`config.mk`:
```
export PLATFORM = sky130hd
export DESIGN_NAME = instr_encoder_flat
export DESIGN_NICKNAME = d
export VERILOG_FILES = /design/src/rtl/instr_encoder_if.sv /design/src/rtl/instr_encoder.sv /design/src/flat_wrapper.sv
export SDC_FILE = /design/constraint.sdc
export NUM_CORES = 1
export LEC_CHECK = 0
export ABC_AREA = 1
export BUFFER_PORTS_ARGS = -buffer_cell sky130_fd_sc_hd__buf_2
export CAP_MARGIN = 20
export CORE_UTILIZATION = 58
export DETAILED_ROUTE_END_ITERATION = 7
export GPL_TIMING_DRIVEN = 1
export PLACE_DENSITY = 0.9
export SYNTH_ARGS = -nofsm -noshare
export SYNTH_HDL_FRONTEND = slang
export SYNTH_SLANG_ARGS = --single-unit
```
`constraint.sdc`:
```
create_clock -name clk -period 10 [get_ports clk]
set_input_delay 0.5 -clock clk [delete_from_list [all_inputs] [get_ports clk]]
set_output_delay 0.5 -clock clk [all_outputs]
set_load 0.05 [all_outputs]
```
`src/rtl/instr_encoder_if.sv`:
```
// rtl/instr_encoder_if.sv - field-bundle input and encoded-word output handshake bundle
interface instr_encoder_if;
    logic        in_valid;
    logic        in_ready;
    logic [2:0]  in_fmt;
    logic [4:0]  in_rd;
    logic [4:0]  in_rs1;
    logic [4:0]  in_rs2;
    logic [2:0]  in_funct3;
    logic [31:0] in_imm;
    logic        out_valid;
    logic        out_ready;
    logic [31:0] out_instr;
    logic [31:0] out_addr;
    logic        out_err;

    // Encoder side
    modport slave (
        input  in_valid, in_fmt, in_rd, in_rs1, in_rs2, in_funct3, in_imm, out_ready,
        output in_ready, out_valid, out_instr, out_addr, out_err
    );

    // Producer/consumer side
    modport master (
        output in_valid, in_fmt, in_rd, in_rs1, in_rs2, in_funct3, in_imm, out_ready,
        input  in_ready, out_valid, out_instr, out_addr, out_err
    );
endinterface

```
`src/rtl/instr_encoder.sv`:
```
// rtl/instr_encoder.sv - RV32 field-bundle to instruction-word encoder with one output stage
module instr_encoder #(
    parameter logic [31:0] BASE_ADDR = 32'h0000_0000,
    parameter int          CNT_W     = 16
) (
    input  logic             clk,
    input  logic             rst,
    instr_encoder_if.slave   bus,
    output logic [CNT_W-1:0] cnt_ok,
    output logic [CNT_W-1:0] cnt_err
);
    localparam logic [6:0]  OP_IMM = 7'b0010011;
    localparam logic [6:0]  OP_LD  = 7'b0000011;
    localparam logic [6:0]  OP_ST  = 7'b0100011;
    localparam logic [6:0]  OP_BR  = 7'b1100011;
    localparam logic [6:0]  OP_LUI = 7'b0110111;
    localparam logic [6:0]  OP_JAL = 7'b1101111;
    localparam logic [31:0] NOP    = 32'h0000_0013;

    logic             valid_q, valid_d;
    logic [31:0]      instr_q, instr_d;
    logic             err_q, err_d;
    logic [31:0]      oaddr_q, oaddr_d;
    logic [31:0]      addr_q, addr_d;
    logic [CNT_W-1:0] cnt_ok_q, cnt_ok_d;
    logic [CNT_W-1:0] cnt_err_q, cnt_err_d;

    logic             accept;
    logic             xfer;
    logic [31:0]      enc_instr;
    logic             enc_err;
    logic [31:0]      imm;
    logic signed [31:0] imm_s;

    assign imm          = bus.in_imm;
    assign imm_s        = signed'(bus.in_imm);
    assign bus.in_ready = !valid_q || bus.out_ready;
    assign accept       = bus.in_valid && bus.in_ready;
    assign xfer         = valid_q && bus.out_ready;

    assign bus.out_valid = valid_q;
    assign bus.out_instr = instr_q;
    assign bus.out_err   = err_q;
    assign bus.out_addr  = oaddr_q;
    assign cnt_ok        = cnt_ok_q;
    assign cnt_err       = cnt_err_q;

    // Encode the presented bundle and flag immediates that cannot be represented
    always_comb begin
        enc_instr = NOP;
        enc_err   = 1'b0;
        case (bus.in_fmt)
            3'd0, 3'd1: begin
                enc_err   = (imm_s < -32'sd2048) || (imm_s > 32'sd2047);
                enc_instr = {imm[11:0], bus.in_rs1, bus.in_funct3, bus.in_rd,
                             (bus.in_fmt == 3'd0) ? OP_IMM : OP_LD};
            end
            3'd2: begin
                enc_err   = (imm_s < -32'sd2048) || (imm_s > 32'sd2047);
                enc_instr = {imm[11:5], bus.in_rs2, bus.in_rs1, bus.in_funct3, imm[4:0], OP_ST};
            end
            3'd3: begin
                enc_err   = (imm_s < -32'sd4096) || (imm_s > 32'sd4094) || imm[0];
                enc_instr = {imm[12], imm[10:5], bus.in_rs2, bus.in_rs1, bus.in_funct3,
                             imm[4:1], imm[11], OP_BR};
            end
            3'd4: begin
                enc_err   = (imm[11:0] != 12'd0);
                enc_instr = {imm[31:12], bus.in_rd, OP_LUI};
            end
            3'd5: begin
                enc_err   = (imm_s < -32'sd1048576) || (imm_s > 32'sd1048574) || imm[0];
                enc_instr = {imm[20], imm[10:1], imm[11], imm[19:12], bus.in_rd, OP_JAL};
            end
            default: enc_err = 1'b1;
        endcase
        if (enc_err) begin
            enc_instr = NOP;
        end
    end

    // Output stage load/drain, address advance and saturating delivery counters
    always_comb begin
        valid_d   = valid_q;
        instr_d   = instr_q;
        err_d     = err_q;
        oaddr_d   = oaddr_q;
        addr_d    = addr_q;
        cnt_ok_d  = cnt_ok_q;
        cnt_err_d = cnt_err_q;
        if (accept) begin
            valid_d = 1'b1;
            instr_d = enc_instr;
            err_d   = enc_err;
            // A word leaving this same cycle has already claimed addr_q
            oaddr_d = xfer ? (addr_q + 32'd4) : addr_q;
        end else if (xfer) begin
            valid_d = 1'b0;
        end
        if (xfer) begin
            addr_d = addr_q + 32'd4;
            if (err_q) begin
                if (cnt_err_q != '1) cnt_err_d = cnt_err_q + 1'b1;
            end else begin
                if (cnt_ok_q != '1) cnt_ok_d = cnt_ok_q + 1'b1;
            end
        end
    end

    // State registers; reset discards any pending word
    always_ff @(posedge clk or posedge rst) begin
        if (rst) begin
            valid_q   <= 1'b0;
            instr_q   <= 32'd0;
            err_q     <= 1'b0;
            oaddr_q   <= BASE_ADDR;
            addr_q    <= BASE_ADDR;
            cnt_ok_q  <= '0;
            cnt_err_q <= '0;
        end else begin
            valid_q   <= valid_d;
            instr_q   <= instr_d;
            err_q     <= err_d;
            oaddr_q   <= oaddr_d;
            addr_q    <= addr_d;
            cnt_ok_q  <= cnt_ok_d;
            cnt_err_q <= cnt_err_d;
        end
    end
endmodule

```
`src/flat_wrapper.sv`:
```
// flat-port wrapper written by rule: the top's interface ports become plain ports
module instr_encoder_flat 
#(
    parameter logic [31:0] BASE_ADDR = 32'h0000_0000,
    parameter int          CNT_W     = 16
)
  (clk, rst, cnt_ok, cnt_err, bus_in_valid, bus_in_fmt, bus_in_rd, bus_in_rs1, bus_in_rs2, bus_in_funct3, bus_in_imm, bus_out_ready, bus_in_ready, bus_out_valid, bus_out_instr, bus_out_addr, bus_out_err);
  instr_encoder_if bus_i ();
  input  logic clk;
  input  logic rst;
  output logic [CNT_W-1:0] cnt_ok;
  output logic [CNT_W-1:0] cnt_err;
  input wire logic [$bits(bus_i.in_valid)-1:0] bus_in_valid;
  input wire logic [$bits(bus_i.in_fmt)-1:0] bus_in_fmt;
  input wire logic [$bits(bus_i.in_rd)-1:0] bus_in_rd;
  input wire logic [$bits(bus_i.in_rs1)-1:0] bus_in_rs1;
  input wire logic [$bits(bus_i.in_rs2)-1:0] bus_in_rs2;
  input wire logic [$bits(bus_i.in_funct3)-1:0] bus_in_funct3;
  input wire logic [$bits(bus_i.in_imm)-1:0] bus_in_imm;
  input wire logic [$bits(bus_i.out_ready)-1:0] bus_out_ready;
  output wire logic [$bits(bus_i.in_ready)-1:0] bus_in_ready;
  output wire logic [$bits(bus_i.out_valid)-1:0] bus_out_valid;
  output wire logic [$bits(bus_i.out_instr)-1:0] bus_out_instr;
  output wire logic [$bits(bus_i.out_addr)-1:0] bus_out_addr;
  output wire logic [$bits(bus_i.out_err)-1:0] bus_out_err;
  assign bus_i.in_valid = bus_in_valid;
  assign bus_i.in_fmt = bus_in_fmt;
  assign bus_i.in_rd = bus_in_rd;
  assign bus_i.in_rs1 = bus_in_rs1;
  assign bus_i.in_rs2 = bus_in_rs2;
  assign bus_i.in_funct3 = bus_in_funct3;
  assign bus_i.in_imm = bus_in_imm;
  assign bus_i.out_ready = bus_out_ready;
  assign bus_in_ready = bus_i.in_ready;
  assign bus_out_valid = bus_i.out_valid;
  assign bus_out_instr = bus_i.out_instr;
  assign bus_out_addr = bus_i.out_addr;
  assign bus_out_err = bus_i.out_err;
  instr_encoder #(.BASE_ADDR(BASE_ADDR), .CNT_W(CNT_W)) u_core (.clk(clk), .rst(rst), .bus(bus_i), .cnt_ok(cnt_ok), .cnt_err(cnt_err));
endmodule
```
* Yosys cells after proc, flatten, opt, wreduce, memory -nomap -nowiden
Cells that the tools add are included.
Word-level totals: flip-flop bits (word level) 130, input bits 57, output and inout port bits 99, logic and storage cells 47
Cells by class: $add $sub $neg 3, magnitude comparators 6, eq/ne operators 7, muxes and demuxes 7, bitwise gates (word level) 1, reductions and logical operators 16
Operators with widths (count):
- case mux 32 bit (5 select lines) | 1
- 2-to-1 mux 32 bit | 2
- adder 16 x 1 -> 16 bit (second input constant) | 2
- adder 32 x 3 -> 32 bit (second input constant) | 1
- greater-than comparator 32 x 12 -> 1 bit (second input constant) | 1
- greater-than comparator 32 x 13 -> 1 bit (second input constant) | 1
- greater-than comparator 32 x 21 -> 1 bit (second input constant) | 1
- less-than comparator 32 x 12 -> 1 bit (second input constant) | 1
- less-than comparator 32 x 13 -> 1 bit (second input constant) | 1
- less-than comparator 32 x 21 -> 1 bit (second input constant) | 1
- inequality test 16 bit (second input constant) | 2
- nonzero test 12 bit | 1
- == test 3 x 2 -> 1 bit (second input constant) | 2
- == test 3 bit (second input constant) | 2
- logical OR 1 bit | 6
- AND reduction 3 bit | 2
- 2-to-1 mux 5 bit | 1
- case mux 1 bit (4 select lines) | 1
- == test 3 x 1 -> 1 bit (second input constant) | 1
- zero test 3 bit | 1
- OR reduction 3 bit | 1
- logical AND 1 bit | 2
- 2-to-1 mux 1 bit | 2
- nonzero test 2 bit | 1
- 3 further kinds | 3

* Longest topological paths before layout
Gate-level depths: netlist (run 1).
depth in word-level cells 5, mapped depth 15, depth with buffers taken out 14

* Worst setup path before layout (run 1)
No wires, ideal clock.
path type reg-to-reg, start register u_core.valid_q (netlist: u_core.bus.out_valid), end register u_core.instr_q[12] (netlist: u_core.bus.out_instr[12]), setup time 66 ps, arrival time 2132 ps, data required time 9934 ps, slack 7802 ps, stages on the path, launching flop included 9, path buffers 1, clock period less this slack 2198 ps, cells stage by stage dfrtp_1 nand2_1 nand2_1 nor2_1 inv_1 buf_2 a211oi_1 nand3_1 nand2_1
On the way: longest elaborated chain between the ends 3
RTL lines:
- start: declaration | RTL line instr_encoder.sv:20 | logic valid_q, valid_d;
- start signal: assignment | RTL line instr_encoder.sv:121 | valid_q <= valid_d;
- zero test 1 bit | RTL line instr_encoder.sv:37 | assign bus.in_ready = !valid_q || bus.out_ready;
- logical OR 1 bit | RTL line instr_encoder.sv:37
- net bus_in_ready | RTL line flat_wrapper.sv:21 | output wire logic [$bits(bus_i.in_ready)-1:0] bus_in_ready;
- logical AND 1 bit | RTL line instr_encoder.sv:38 | assign accept = bus.in_valid && bus.in_ready;
- end signal: assignment | RTL line instr_encoder.sv:122 | instr_q <= instr_d;
- end: declaration | RTL line instr_encoder.sv:21 | logic [31:0] instr_q, instr_d;
The timed path passes the listed nets, and every way through them passes these cells. A chain may end at the register's enable or synchronous reset.

* Worst setup path after layout (run 1)
start register u_core.valid_q (netlist: u_core.bus.out_valid), end register u_core.instr_q[4] (netlist: u_core.bus.out_instr[4])
On the way: longest elaborated chain between the ends 3
RTL lines (RTL line):
- zero test 1 bit | instr_encoder.sv:37
- logical OR 1 bit | instr_encoder.sv:37
- logical AND 1 bit | instr_encoder.sv:38
No other way between the ends.

==> impl_metrics.yaml, run 1 <==
outcome:
  status: "finished, final reports clean"
floorplan:
  coreArea_um2: 10890
  die_y_um: 108.1
  die_x_um: 108.1
  io_pins: 156
  num_rows: 38
  initial_utilization: 0.5993
  dieArea_um2: 11680
critical_path:
  cpPeakStageDelay_ns: 0.60
  worst-setup-path-type: "register to register"
  path_max_fanout: 69
  cp.arrival_ns: 2.78
  r2r_start: "u_core.bus.out_valid"
  path_delay_family: "buffers and inverters"
  crit_chain: "nand2_1 -> nand2_2 -> buf_4 -> inv_1 -> or2_2 -> nand2_1 -> inv_1"
  crit_buf_inv: 3
  rr_worst_depth: 7
  r2r-end: "u_core.bus.out_instr[4]"
  crit_path_end_kind: "register"
  worstPathRequired_ns: 10.41
  start_kind: "register"
  slowest_stage: "inv_1"
  r2r_slack_ns: 7.62
clock_tree:
  cts_setup_buffers: 0
  clk_pin_slew_ns: 0.07
  postCtsHoldBufs: 0
  cts_resized: 0
  clock-sinks: 125
  cts_tree: "done"
  root_buffer: "clkbuf_8"
  clock_path_buffers: 2
  clk_latency_ns: 0.52
  htree_levels: 4
  cts_buffers: 17
drt:
  vias: 6078
  drc: 0
  wire_per_inst_um: 14.38
  first_pass_iters: 7
  drtIter0Drc: 482
  ant_nets: 0
  drt_wl_total_mm: 16.55
  viasPerCell: 5.281
yosys:
  ys_seq_elements: 125
  synth_cells: 845
  ys_warn_count: 0
  syn-cell-area_um2: 6525
  synth.distinct_cells: 36
  syn_area_per_cell_um2: 7.722
  ys_seq_area_frac: 0.4794
final_layout:
  n_antenna_cell: 0
  nNetsFinal: 1058
  seqCellArea_um2: 3128
  multiInputGateArea_um2: 2957
  layout-drive-gt1-share: 0.2047
  syn_to_final_growth_pct: 22.32
  n_fill_cell: 847
  finalCoreUtilization: 0.7331
sta:
  fin_skew_ns: 0.01329
  maxSlewViolCount: 0
  post-route-period-util: 0.2377
  setup_violations: 0
  hold_viol_final: 0
  finalSetupTns_ns: 0
  rsz0062_at_grt: "no"
  whs_ns: 0.02179
  post-route-min-period_ns: 2.377
  max_freq_mhz: 420.7
  max-slew-margin-rel: 0.4030
  finalWorstSetupSlack_ns: 7.623
  worstMarginPinSlew_ns: 0.8934
job:
  max-cap-violations: 0
pwr:
  p_leak_nw: 4.455
  power_density_nw_per_um2: 199.3
  peakVddDrop_mv: 0.1590
global_route:
  grt_pass1_vias: 5731
  grt_max_degree: 84
  antenna_found_initial: 0
  grt_overflow: 0
  grt_pass1_wl_mm: 26.75
  grt_usage: 0.2983
place:
  place_hpwl_mm: 11.78
  routabilityCongestion: 0.9643
  place_ws_ns: 7.390
  io_buffers: 153
hold_path:
  min_path_type: "input pin to asynchronous set/reset pin"
[worst reg2reg max path, delay by kind of cell (launching register included)]
family        cells  cell delay (ns)
simple gates      4             0.70
flops             1             0.38
buf+inv           3             1.20
[metrics by stage]
| step | total power [mW] | area, um2 | std cells |
|---|---|---|---|
| after floorplan | 0.9043 | 6529 | 846 |
| after global placement | 0.9982 | 7381 | 1118 |
| after detailed placement | 1.006 | 7381 | 1118 |
| after CTS | 1.594 | 7954 | 1150 |
| after global routing | 1.663 | 7981 | 1151 |
| final | 1.590 | 7981 | 1151 |
[where the power goes]
part	internal [mW]	switching, mW
Clock	0.345	0.242
Combinational	0.0905	0.296
Sequential	0.563	0.0555
[logic make-up after synthesis]
| kind of cell | share of synthesized area |
|---|---|
| adders and majority gates | 0.005753 |
| other | 0.0005747 |
| xor gates and xnor gates | 0.07613 |
| and+or+nand+nor | 0.3277 |
| AOI/OAI and AO/OA | 0.04200 |
| DFF | 0.4794 |
| buffers and inverters | 0.06846 |
[cell usage after synthesis (all sizes together)]
cell,count,area share
xnor2,13,0.017
conb,1,0.00057
nor3b,2,0.0023
buf,14,0.012
o21ai,18,0.014
or2,2,0.0019
clkinv,1,0.00057
a31oi,1,0.00096
inv,89,0.051
clkbuf,9,0.0052
nor3,21,0.020
nand3b,7,0.0081
o211ai,2,0.0023
dfrtp,125,0.48
nand4,25,0.026
nor4,4,0.0038
a221oi,3,0.0040
and2,1,0.00096
xor2,42,0.059
and3,1,0.00096
nor2,93,0.056
a21oi,16,0.012
a211oi,5,0.0058
o22ai,3,0.0029
nand2,297,0.17
nand3,47,0.036
ha,3,0.0058
[layout by cell type, fill, tap and decap left out, types with 2 or more instances in the layout]
cell type / count
nand2_1: 293
clkinv_4: 2
inv_8: 2
a221oi_1: 3
o211ai_1: 2
inv_2: 3
buf_4: 2
nor4_1: 4
xor2_2: 2
nand4_1: 24
o22ai_1: 3
conb_1: 2
nor2_1: 89
buf_2: 153
nor3_4: 2
a21oi_1: 16
nor3b_1: 2
clkbuf_16: 16
o21ai_0: 18
nor2_2: 3
nand3b_1: 7
nand3_1: 47
clkbuf_8: 2
xor2_1: 40
or2_2: 2
a211oi_1: 5
xnor2_1: 13
clkinvlp_4: 3
nor3_1: 19
nand2_2: 4
inv_6: 6
inv_1: 85
ha_1: 3
dfrtp_1: 125
[layer usage]
metal	global-route usage	vias to the layer above	wire length [um]
met2	0.4809	261	7770
met4	0.1155	0	469
li1	-	2974	-
met3	0.05847	43	1099
met5	0	-	0
met1	0.3984	2800	7215
[worst max-delay path by stage]
stage / slack, ns / startpoint / cells after the start / end
global route: 7.43 / u_core.bus.out_valid / 7 / u_core.bus.out_instr[4]
finish: 7.62 / u_core.bus.out_valid / 7 / u_core.bus.out_instr[4]
detailed placement: 7.39 / bus_out_ready / 9 / u_core.bus.out_instr[4]
global placement: 7.46 / bus_out_ready / 9 / u_core.bus.out_instr[4]
floorplan: 6.17 / rst / 1 / u_core.addr_q[10]
CTS: 7.61 / u_core.bus.out_valid / 7 / u_core.bus.out_instr[4]
[flip-flops by register name, summed over array words and instances (netlist names)]
signal / cells
u_core.cnt_ok: 16
u_core.bus.out_valid: 1
u_core.bus.out_instr: 31
u_core.bus.out_addr: 30
u_core.addr_q: 30
u_core.bus.out_err: 1
u_core.cnt_err: 16
[cell type report]
cell class | count | share of cell area
clock inverter | 14 | 0.01818
timing repair buffer | 156 | 0.1013
sequential | 125 | 0.3919
tap | 140 | 0.02195
multi-input combinational | 608 | 0.3704
clock buffer | 18 | 0.05361
inverter | 90 | 0.04264
No activity file was read; power rests on OpenSTA's default activity.
==> run 2, diff against run 1 <==
--- a/config.mk
+++ b/config.mk
@@ -8,10 +8,10 @@
 export ABC_AREA = 1
 export BUFFER_PORTS_ARGS = -buffer_cell sky130_fd_sc_hd__buf_2
 export CAP_MARGIN = 20
-export CORE_UTILIZATION = 58
+export CORE_UTILIZATION = 49
 export DETAILED_ROUTE_END_ITERATION = 7
 export GPL_TIMING_DRIVEN = 1
-export PLACE_DENSITY = 0.9
+export PLACE_DENSITY = 0.82
 export SYNTH_ARGS = -nofsm -noshare
 export SYNTH_HDL_FRONTEND = slang
 export SYNTH_SLANG_ARGS = --single-unit
==> constraint.sdc (replaced) <==
create_clock -name clk -period 2 [get_ports clk]
set_input_delay 0.1 -clock clk [delete_from_list [all_inputs] [get_ports clk]]
set_output_delay 0.1 -clock clk [all_outputs]
set_load 0.05 [all_outputs]
==> run 2 against run 1 <==
Against the previous run: sequential share of layout area shrank 1.2 points; setup slack lost 7.5 ns; worst hold slack gained 0.022 ns; critical endpoint is now u_core.cnt_err[14]; first-iteration DRC count grew 18%; die area grew 18%; total power grew to 5.3 times the previous value; critical path depth grew 3; clock power grew to 5.6 times the previous value; sequential cell count is the same; highest routed layer unchanged; cell count grew 4.2%; count of clock-buffer cells in the layout grew 3.
==> impl_metrics.yaml, run 2 (synthesis results as in run 1) <==
outcome:
  status: "finished, final reports clean"
final_layout:
  nNetsFinal: 1075
  most-common-layout-cells: "nand2_1, buf_2, dfrtp_1"
  layout-drive-gt1-share: 0.2249
  finalCoreUtilization: 0.6432
  final_cells: 1199
  largest_register_ffs: 31
  syn_to_final_growth_pct: 26.42
  n_antenna_cell: 0
  final_common_cell: "nand2_1"
critical_path:
  crit_top_cell: "nor2_1"
  crit_buf_inv: 1
  path_max_fanout: 8
  worstPathRequired_ns: 2.30
  crit_path_start: "u_core.cnt_err[2]"
  r2r_start: "u_core.cnt_err[2]"
  cpPeakStageDelay_ns: 0.44
  start_kind: "register"
  crit_cells: 10
  crit_chain: "nand2_1 -> nor2_1 -> nand2_1 -> nor2_1 -> nand4_1 -> nand2_2 -> inv_1 -> nand4_1 -> nor2_1 -> xor2_1"
  crit_path_end_kind: "register"
  cp.arrival_ns: 2.22
  slowest_stage: "dfrtp_1"
  path_delay_family: "simple AND/OR/NAND/NOR gates"
  rr_worst_depth: 10
  worst-setup-path-type: "register to register"
drt:
  drc: 0
  wire_per_inst_um: 14.26
  drtIter0Drc: 570
  first_pass_iters: 5
  viasPerCell: 5.117
  ant_nets: 0
  vias: 6135
  drt_wl_total_mm: 17.10
floorplan:
  io_pins: 156
  num_rows: 41
  die_x_um: 117.4
  die_y_um: 117.4
  initial_utilization: 0.5088
  dieArea_um2: 13780
  coreArea_um2: 12820
place:
  routabilityCongestion: 0.9475
  dp.cells: 1165
  place_ws_ns: 0.1280
  io_buffers: 153
  place_hpwl_mm: 12.53
clock_tree:
  cts_buffers: 17
  root_buffer: "clkbuf_16"
  cts_tree: "done"
  clock-sinks: 125
  htree_levels: 4
  clk_pin_slew_ns: 0.06
  clk_latency_ns: 0.41
  clock_path_buffers: 2
sta:
  post-route-min-period_ns: 1.920
  rsz0062_at_grt: "yes"
  max-slew-margin-rel: 0.5861
  setup_violations: 0
  finalWorstSetupSlack_ns: 0.08015
  post-route-period-util: 0.9599
  fin_skew_ns: 0.006760
  max_freq_mhz: 520.9
  whs_ns: 0.04427
  hold_viol_final: 0
  worstMarginPinSlew_ns: 0.6202
  maxSlewViolCount: 0
  finalSetupTns_ns: 0
global_route:
  grt_usage: 0.2549
  antenna_found_initial: 0
  grt_overflow: 0
  grt_pass1_vias: 5595
  grt_pass1_wl_mm: 27.74
  grt_max_degree: 38
pwr:
  p_leak_nw: 4.570
  peakVddDrop_mv: 0.6501
  power_density_nw_per_um2: 1018
hold_path:
  min_path_type: "input pin to register"
  worst_hold_startpoint: "bus_out_ready"
  holdPathStages: 4
job:
  max-cap-violations: 0
run 2: changes by cell type in the layout (fill, tap and decap cells not counted), moves of 2 or more:
cell,before,now
buf_12,0,2
nor2_2,3,5
clkinv_2,0,3
dfrtp_2,0,3
inv_8,2,0
bufinv_16,1,4
nor2_1,89,87
buf_4,2,17
inv_6,6,1
dfrtp_1,125,122
run 2: power by group:
group	leakage [nW]	total (mW)	switching [mW]	internal (mW)
logic	2.67	2.02	1.54	0.485
clock network	0.309	3.29	1.11	2.18
registers	1.59	3.09	0.268	2.82
total	4.57	8.39	2.91	5.48
run 2: worst paths after layout:
path,to,slack (ns)
setup / recovery,u_core.cnt_err[14],0.08
hold / removal,u_core.bus.out_valid,0.04
setup reg to reg,u_core.cnt_err[14],0.08
hold reg to reg,u_core.bus.out_instr[21],0.47
max in group asynchronous,u_core.bus.out_addr[29],1.00
min in group asynchronous,u_core.bus.out_addr[2],0.27
run 2: through the flow:
step | cell area, um2 | total power [mW]
floorplan | 6544 | 4.530
global placement | 7571 | 5.065
detailed placement | 7571 | 5.101
CTS | 8212 | 8.421
global route | 8249 | 8.752
finish | 8249 | 8.394
run 2: cell type report:
cell class | instances | area [um2]
Sequential cell | 125 | 3132
Fill cell | 1090 | 4576
Tap cell | 172 | 215.2
Inverter | 90 | 341.6
Clock buffer | 21 | 470.5
Clock inverter | 10 | 160.2
Multi-Input combinational cell | 608 | 2987
Timing Repair Buffer | 173 | 943.4
run 2: layer usage:
| layer | wire length (um) | vias up | GRT usage |
|---|---|---|---|
| met5 | 0 | - | 0 |
| met1 | 7772 | 2856 | 0.3502 |
| met2 | 8003 | 245 | 0.3950 |
| met3 | 1009 | 28 | 0.05010 |
| met4 | 315 | 0 | 0.1039 |
| li1 | - | 3006 | - |
run 2: what timing repair did:
action | 4_1_cts | 5_1_grt
setup buffers | 0 | 2
endpoints found under the setup margin | 0 | 8
endpoints found under the hold margin | 17 | 0
gates resized for setup | 0 | 6
hold buffers | 1 | 0
run 2: worst min-delay path, cell delays in order:
cell and delay [ns]:
buf_2 0.11, inv_1 0.07, nand2_4 0.08, nand2_1 0.06
==> run 3, diff against run 2 <==
--- a/config.mk
+++ b/config.mk
@@ -8,10 +8,12 @@
 export ABC_AREA = 1
 export BUFFER_PORTS_ARGS = -buffer_cell sky130_fd_sc_hd__buf_2
 export CAP_MARGIN = 20
-export CORE_UTILIZATION = 49
+export CORE_MARGIN = 8
+export CORE_UTILIZATION = 54
 export DETAILED_ROUTE_END_ITERATION = 7
+export GPL_ROUTABILITY_DRIVEN = 0
 export GPL_TIMING_DRIVEN = 1
-export PLACE_DENSITY = 0.82
+export PLACE_DENSITY = 0.85
 export SYNTH_ARGS = -nofsm -noshare
 export SYNTH_HDL_FRONTEND = slang
 export SYNTH_SLANG_ARGS = --single-unit
==> constraint.sdc (replaced) <==
create_clock -name clk -period 2.2 [get_ports clk]
set_input_delay 0.11 -clock clk [delete_from_list [all_inputs] [get_ports clk]]
set_output_delay 0.11 -clock clk [all_outputs]
set_load 0.05 [all_outputs]
==> run 3 against run 2 <==
Against the previous run: final area decreased by 1.7%; sequential power is 9.4% lower; clock power down 10%; fmax fell by 4.0%; register-to-register slack improved by 0.12 ns; total power down 9.8%; die area up 15%; cell count fell by 2.8%; combinational power decreased by 10%; routed wire length up 2.0%; highest routed layer unchanged.
==> impl_metrics.yaml, run 3 (synthesis results as in run 1) <==
outcome:
  status: "finished, final reports clean"
sta:
  maxSlewViolCount: 0
  worstMarginPinSlew_ns: 0.6514
  finalSetupTns_ns: 0
  max_freq_mhz: 500.2
  post-route-period-util: 0.9086
  rsz0062_at_grt: "no"
  fin_skew_ns: 0.007420
  setup_violations: 0
  max-slew-margin-rel: 0.5653
  post-route-min-period_ns: 1.999
  hold_viol_final: 0
final_layout:
  final_area_um2: 8109
  nNetsFinal: 1066
  final_common_cell: "nand2_1"
  syn_to_final_growth_pct: 24.28
  largest_register_ffs: 31
  layout-drive-gt1-share: 0.2100
  most-common-layout-cells: "nand2_1, buf_2, dfrtp_1"
  n_antenna_cell: 0
drt:
  drtIter0Drc: 645
  wire_per_inst_um: 14.96
  drt_wl_total_mm: 17.44
  drc: 0
  viasPerCell: 5.281
  vias: 6158
  ant_nets: 0
  first_pass_iters: 5
floorplan:
  initial_utilization: 0.5478
  dieArea_um2: 15860
  die_x_um: 125.9
  num_rows: 40
  die_y_um: 125.9
  io_pins: 156
  coreArea_um2: 11910
place:
  place_hpwl_mm: 13.15
  io_buffers: 153
  place_area_um2: 7463
global_route:
  antenna_found_initial: 0
  grt_pass1_wl_mm: 28.93
  grt_overflow: 0
  grt_usage: 0.2201
  grt_max_degree: 86
  grt_pass1_vias: 6007
hold_path:
  min_path_type: "input pin to register"
pwr:
  p_leak_nw: 4.522
  power_density_nw_per_um2: 933.7
  peakVddDrop_mv: 0.5821
job:
  max-cap-violations: 0
critical_path:
  worst-setup-path-type: "register to register"
  cpPeakStageDelay_ns: 0.40
  path_delay_family: "simple AND/OR/NAND/NOR gates"
  cp.arrival_ns: 2.34
  crit_path_end_kind: "register"
  slowest_stage: "dfrtp_1"
  crit_chain: "ha_1 -> inv_1 -> nor3_4 -> nand4_4 -> nor3_4 -> nand2_2 -> nor2_2 -> xor2_2 -> nand2_1 -> nand2_1"
  worstPathRequired_ns: 2.54
  path_max_fanout: 5
  start_kind: "register"
  crit_buf_inv: 1
clock_tree:
  root_buffer: "clkbuf_16"
  cts_buffers: 17
  clock_path_buffers: 2
  htree_levels: 4
  clk_pin_slew_ns: 0.06
  clock-sinks: 125
  clk_latency_ns: 0.40
  cts_tree: "done"
  cts_setup_buffers: 0
==> run 3: per-layer routing <==
metal  part of all wire  GRT usage  vias up  wire, um
met3              0.070    0.04937       29      1213
li1                   -          -     2995         -
met2               0.47     0.3576      277      8211
met5                  0          0        -         0
met1               0.44     0.2854     2857      7716
met4              0.017    0.07289        0       300
==> run 3: area by class of cell <==
cell class / instances / area, um2
sequential: 125 / 3128
timing repair buffer: 164 / 863.3
fill: 975 / 3802
inverter: 90 / 341.6
clock buffer: 17 / 425.4
clock inverter: 15 / 210.2
tap: 147 / 183.9
multi-input combinational: 608 / 2957
==> run 3: repair_timing <==
| action | CTS | global route |
|---|---|---|
| hold buffers | 1 | 0 |
| setup endpoints to repair | 0 | 0 |
| gates resized for setup | 0 | 0 |
| endpoints found under the hold margin | 112 | 0 |
==> run 3: report_power, final <==
group	total (mW)	internal (mW)	switching, mW
registers	2.80	2.56	0.242
logic	1.81	0.425	1.38
clock network	2.96	1.92	1.05
total	7.57	4.90	2.67
==> run 3: tightest hold or removal path, delay by kind of cell <==
kind          cells  cell delay (ns)
simple gates      2             0.21
buf+inv           1             0.08
==> run 3: final timing paths <==
| kind | from | to | slack (ns) | cells past startpoint |
|---|---|---|---|---|
| min reg2reg | u_core.bus.out_addr[13] | u_core.bus.out_addr[13] | 0.47 | 2 |
| min in group asynchronous | rst | u_core.cnt_err[15] | 0.39 | 4 |
| min | bus_in_valid | u_core.bus.out_valid | 0.04 | 3 |
| max reg2reg | u_core.addr_q[2] | u_core.bus.out_addr[30] | 0.20 | 10 |
| max | u_core.addr_q[2] | u_core.bus.out_addr[30] | 0.20 | 10 |
| max in group asynchronous | rst | u_core.bus.out_err | 1.29 | 5 |
==> run 3: stage by stage <==
stage | worst slack, ns | total power, mW | cells | utilization | hold WS [ns]
global placement | 0.3500 | 4.591 | 1133 | 0.6266 | 0.2540
global route | 0.06601 | 7.889 | 1166 | 0.6808 | 0.04058
floorplan | 0.002478 | 4.111 | 846 | - | 0.3555
finish | 0.2010 | 7.571 | 1166 | 0.6808 | 0.04275
CTS | 0.1884 | 7.614 | 1166 | 0.6808 | 0.02103
detailed placement | 0.2238 | 4.628 | 1133 | 0.6266 | 0.2500
